$ cat config.mk
export PLATFORM = sky130hd
export DESIGN_NAME = qsort_wb
export DESIGN_NICKNAME = d
export VERILOG_FILES = /design/src/rtl/qsort_pkg.sv /design/src/rtl/qsort_wb_slot.sv /design/src/rtl/qsort_wb.sv
export SDC_FILE = /design/constraint.sdc
export NUM_CORES = 1
export LEC_CHECK = 0
export ABC_CLOCK_PERIOD_IN_PS = 1900
export BUFFER_PORTS_ARGS = -buffer_cell sky130_fd_sc_hd__buf_2
export CORE_MARGIN = 5
export CORE_UTILIZATION = 51
export DETAILED_ROUTE_END_ITERATION = 10
export PLACE_DENSITY = 0.78
export SYNTH_ARGS = -nofsm -noshare
export SYNTH_HDL_FRONTEND = slang
export SYNTH_SLANG_ARGS = --single-unit
$ cat constraint.sdc
create_clock -name axis_clk -period 1.9 [get_ports axis_clk]
set_input_delay 0.475 -clock axis_clk [delete_from_list [all_inputs] [get_ports axis_clk]]
set_output_delay 0.475 -clock axis_clk [all_outputs]
set_load 0.005 [all_outputs]
$ cat src/rtl/qsort_pkg.sv
// Shared types and constants for the sorter write-back path (qsort_wb).
package qsort_pkg;

  typedef enum logic [1:0] {
    IDLE = 2'd0,
    RUN  = 2'd1,
    DONE = 2'd2
  } qsort_state_t;

  localparam int QSORT_WORD_BYTES  = 4;
  localparam int QSORT_LEN_DEFAULT = 10;

  typedef logic [5:0] qsort_cnt_t;

endpackage

$ cat src/rtl/qsort_wb_slot.sv
// One-entry holding register between the sorted stream and the memory write port.
// A load takes priority over an ack so that ack+accept keeps the slot full.
module qsort_wb_slot
  import qsort_pkg::*;
#(
  parameter int pADDR_WIDTH = 12,
  parameter int pDATA_WIDTH = 32
) (
  input  logic                   axis_clk,
  input  logic                   axis_rst_n,
  input  logic                   load,
  input  logic [pDATA_WIDTH-1:0] load_data,
  input  logic [pADDR_WIDTH-1:0] load_addr,
  input  logic                   wr_ack,
  output logic                   slot_valid,
  output logic [pDATA_WIDTH-1:0] slot_data,
  output logic [pADDR_WIDTH-1:0] slot_addr
);

  always_ff @(posedge axis_clk) begin
    if (!axis_rst_n) begin
      slot_valid <= 1'b0;
      slot_data  <= '0;
      slot_addr  <= '0;
    end else if (load) begin
      slot_valid <= 1'b1;
      slot_data  <= load_data;
      slot_addr  <= load_addr;
    end else if (wr_ack) begin
      slot_valid <= 1'b0;
    end
  end

endmodule

$ cat src/rtl/qsort_wb.sv
// Write-back stage: stores each sorted frame word to base + 4*index, pulses dma_done at the end.
// Optional unsigned ascending-order check enabled by defining QSORT_WB_ORDER_CHECK_EN.
module qsort_wb
  import qsort_pkg::*;
#(
  parameter int pADDR_WIDTH = 12,
  parameter int pDATA_WIDTH = 32,
  parameter int pLEN        = QSORT_LEN_DEFAULT
) (
  input  logic                   axis_clk,
  input  logic                   axis_rst_n,
  input  logic                   dma_start,
  input  logic [pADDR_WIDTH-1:0] dma_base_addr,
  output logic                   dma_busy,
  output logic                   dma_done,
  input  logic                   ss_tvalid,
  input  logic [pDATA_WIDTH-1:0] ss_tdata,
  output logic                   ss_tready,
  output logic                   mem_wr_en,
  output logic [pADDR_WIDTH-1:0] mem_wr_addr,
  output logic [pDATA_WIDTH-1:0] mem_wr_data,
  input  logic                   mem_wr_ack,
  output logic                   order_err
);

  localparam qsort_cnt_t LEN_C = qsort_cnt_t'(pLEN);

  qsort_state_t           state_reg;
  qsort_cnt_t             acc_cnt_reg;
  qsort_cnt_t             wr_cnt_reg;
  logic [pADDR_WIDTH-1:0] base_reg;
  logic                   busy_reg;
  logic                   done_reg;

  logic                   slot_valid;
  logic [pDATA_WIDTH-1:0] slot_data;
  logic [pADDR_WIDTH-1:0] slot_addr;

  logic                   accept;
  logic                   wr_fire;
  logic                   last_wr;
  logic [pADDR_WIDTH-1:0] acc_addr;

  // Ack frees the slot in the same cycle, so ready follows ack combinationally.
  assign ss_tready = (state_reg == RUN) && (acc_cnt_reg < LEN_C) &&
                     (!slot_valid || mem_wr_ack);
  assign accept    = ss_tvalid && ss_tready;
  assign wr_fire   = slot_valid && mem_wr_ack;
  assign last_wr   = wr_fire && (wr_cnt_reg == LEN_C - 6'd1);
  assign acc_addr  = base_reg +
                     pADDR_WIDTH'(acc_cnt_reg) * pADDR_WIDTH'(QSORT_WORD_BYTES);

  always_ff @(posedge axis_clk) begin
    if (!axis_rst_n) begin
      state_reg   <= IDLE;
      acc_cnt_reg <= '0;
      wr_cnt_reg  <= '0;
      base_reg    <= '0;
      busy_reg    <= 1'b0;
      done_reg    <= 1'b0;
    end else begin
      done_reg <= 1'b0;
      case (state_reg)
        IDLE: begin
          if (dma_start) begin
            state_reg   <= RUN;
            base_reg    <= dma_base_addr;
            acc_cnt_reg <= '0;
            wr_cnt_reg  <= '0;
            busy_reg    <= 1'b1;
          end
        end
        RUN: begin
          if (accept)  acc_cnt_reg <= acc_cnt_reg + 6'd1;
          if (wr_fire) wr_cnt_reg  <= wr_cnt_reg + 6'd1;
          if (last_wr) begin
            state_reg <= DONE;
            busy_reg  <= 1'b0;
            done_reg  <= 1'b1;
          end
        end
        DONE:    state_reg <= IDLE;
        default: state_reg <= IDLE;
      endcase
    end
  end

  qsort_wb_slot #(
    .pADDR_WIDTH (pADDR_WIDTH),
    .pDATA_WIDTH (pDATA_WIDTH)
  ) u_slot (
    .axis_clk   (axis_clk),
    .axis_rst_n (axis_rst_n),
    .load       (accept),
    .load_data  (ss_tdata),
    .load_addr  (acc_addr),
    .wr_ack     (mem_wr_ack),
    .slot_valid (slot_valid),
    .slot_data  (slot_data),
    .slot_addr  (slot_addr)
  );

  assign mem_wr_en   = slot_valid;
  assign mem_wr_addr = slot_addr;
  assign mem_wr_data = slot_data;
  assign dma_busy    = busy_reg;
  assign dma_done    = done_reg;

`ifdef QSORT_WB_ORDER_CHECK_EN
  logic [pDATA_WIDTH-1:0] prev_word_reg;
  logic                   order_err_reg;

  // The first word of a frame (acc_cnt 0) has no predecessor to compare with.
  always_ff @(posedge axis_clk) begin
    if (!axis_rst_n) begin
      prev_word_reg <= '0;
      order_err_reg <= 1'b0;
    end else if (state_reg == IDLE && dma_start) begin
      order_err_reg <= 1'b0;
    end else if (accept) begin
      prev_word_reg <= ss_tdata;
      if (acc_cnt_reg != '0 && ss_tdata < prev_word_reg) order_err_reg <= 1'b1;
    end
  end

  assign order_err = order_err_reg;
`else
  assign order_err = 1'b0;
`endif

endmodule

==> flow_summary.ini <==
[cts]
cts_max_level = 3
path_clk_slew_ns = 0.07
hold_buffers = 0
cts_made_buffers = 9
worstSkewPairLatency_ns = 0.33
root_buffer = clkbuf_8
clockBufferDepth = 2
cts_tree = done
cts_num_sinks = 73

[min_path]
hp-start = ss_tdata[21]
hold_path.class = input port to register

[power_and_ir_drop]
power_uw = 3120
peakVddDrop_uv = 560
p_comb_share_pct = 10.2
p_sw_uw = 741
p_leak_uw = 0.00171
p_sw_share_pct = 23.7
p_clk_share_pct = 37.9
power.density_nw_per_um2 = 808
pwr-share-seq_pct = 51.9
intPower_uw = 2380

[worst_setup_path]
cp_slowest_cell = fa_1
crit_chain = ha_2 > inv_1 > fa_1 > nor2b_2 > o31ai_2 > a21oi_1 > xnor2_1 > a21oi_1
crit_start = base_reg[2]
worstPathRequired_ns = 2.11
cp-start-kind = register
max_stage_delay_ns = 0.39
cp_common_cell = a21oi_1
end_kind = register
worst-path-max-fanout = 3
worstPathArrival_ns = 2.02
r2r_start = base_reg[2]
cpLargestDelayFamily = adder cells
critPathKind = register to register
worst-path-buf-inv = 1

[detailed_routing]
drtIter0Drc = 90
drc = 0
ant_nets = 0
via_count = 2650
vias_per_cell = 4.95
avgRoutedWirePerCell_um = 13.1
first_pass_iters = 4
routed_wl_mm = 7.03

[floorplanning]
ios = 98
initial_utilization_pct = 52.6
die-area_um2 = 7770
die_h_um = 88.2
die_w_um = 88.2
row_count = 28
core_area_um2 = 5920

[synthesis]
synth.avg_cell_area_um2 = 8.68
yosysMostFrequentCell = nand2_1
syn_nets = 418
ys_seq_area_share_pct = 46.9
ys_warn_count = 0
yosys_most_used_dff = dfxtp_1
synth_commonest_cells = 104 x nand2_1, 73 x dfxtp_1, 37 x a21boi_1
ys_ff_latch = 73
async_flop_share_pct = 0
synth_cell_type_count = 40
syn-cell-area_um2 = 3120
synth_area_leaders = dfxtp_1 47%, nand2_1 13%, a21boi_1 8.9%
synth.largest_area_cell = dfxtp_1
syn_inst = 359
synth_edf_count = 0
synthDominantCellAreaShare_pct = 46.9

[timing]
min_period_over_period_pct = 95.1
hold_viol = 0
finalWorstSetupSlack_ns = 0.0923
rsz0062_at_grt = no
finalSetupViolations = 0
fmax_ghz = 0.553
tns_ns = 0
report.final.slew_viol_count = 0
finalCriticalPeriod_ns = 1.81
fin_skew_ns = 0.00384

[layout]
largest_reg_flops = 32
antenna_cells = 0
drive_gt1_share_pct = 28.0
nets = 514
nFillCells = 514
syn_to_final_growth_pct = 24.0

[place]
pre_cts_slack_ns = 0.0331
io_buffer_count = 96
dp_hpwl_mm = 4.95
globalplace.congestion = 0.776

[grt]
grt_start_max_net_pins = 40
antenna_found_initial = 0
grt_use_total_pct = 19.1
gr-total-overflow = 0
grt_pass1_vias = 2517
grt_pass1_wl_mm = 11.7

[flow_run]
drv_cap = 0

[outcome]
status = finished, final reports clean
-- through the flow --
step           hold WS (ns)  area (um^2)  util, %  std cells
6_report              0.368         3860     65.3        535
5_1_grt               0.356         3860     65.3        535
4_1_cts               0.353         3840     64.9        534
3_5_place_dp          0.443         3650     61.7        518
3_3_place_gp          0.437         3650     61.7        518
2_1_floorplan         0.431         3120        -        359
-- final cells by class --
type	count	area, um^2	share of cell area, %
multi-input combinational	259	1520	39.2
timing repair buffer	106	581	15.0
tap	75	93.8	2.43
clock buffer	13	149	3.85
inverter	6	22.5	0.583
clock inverter	3	40.0	1.04
sequential	73	1460	37.8
-- logic make-up after synthesis --
family,count (synthesis),synth area share [%]
adders and majority gates,10,4.26
AOI/OAI and AO/OA,87,19.8
xor gates and xnor gates,12,3.37
other,1,0.120
DFF,73,46.9
buffers and inverters,27,4.86
and+or+nand+nor,149,20.6
-- power groups by stage --
stage	clock network, uW	logic, uW	registers, uW
floorplan	0	184	1660
global placement	0	316	1650
detailed placement	0	319	1660
CTS	1210	322	1620
global route	1280	361	1630
finish	1180	319	1620
-- per-layer routing --
metal	track usage [%]	vias up	share of wire, %
met5	0	-	0
met4	4.95	0	1.0
met3	6.30	8	5.8
met2	31.0	61	49
met1	24.5	1196	45
li1	-	1385	-
-- worst reg2reg max path, cell delays in order (launching register included) --
cell	delay, ns
dfxtp_1	0.35
ha_2	0.21
inv_1	0.06
fa_1	0.39
nor2b_2	0.17
o31ai_2	0.10
a21oi_1	0.19
xnor2_1	0.13
a21oi_1	0.08
-- repair_timing --
action,in CTS,in global routing
gates resized for setup,1,3
pin swaps,0,1
setup endpoints to repair,1,2
buffers inserted,0,1
-- cells in the final DEF, fill, tap and decap left out, drive strengths merged, types with 3 or more instances in the layout --
cell	count
dfxtp	73
and2	3
nor2	13
nor2b	6
buf	106
ha	9
a211oi	3
nand3	7
nand2b	3
o21ai	10
clkbuf	13
xnor2	6
a21oi	13
a21boi	50
o211ai	3
and3	4
inv	6
xor2	6
nand2	104
-- final timing paths --
| check | end | slack, ns | cells after the start |
|---|---|---|---|
| setup / recovery | u_slot.slot_addr[8] | 0.09 | 8 |
| hold / removal | u_slot.slot_data[21] | 0.37 | 3 |
| setup reg to reg | u_slot.slot_addr[8] | 0.09 | 8 |
| hold reg to reg | u_slot.slot_data[15] | 0.45 | 2 |
(Power assumes the default switching activity.)
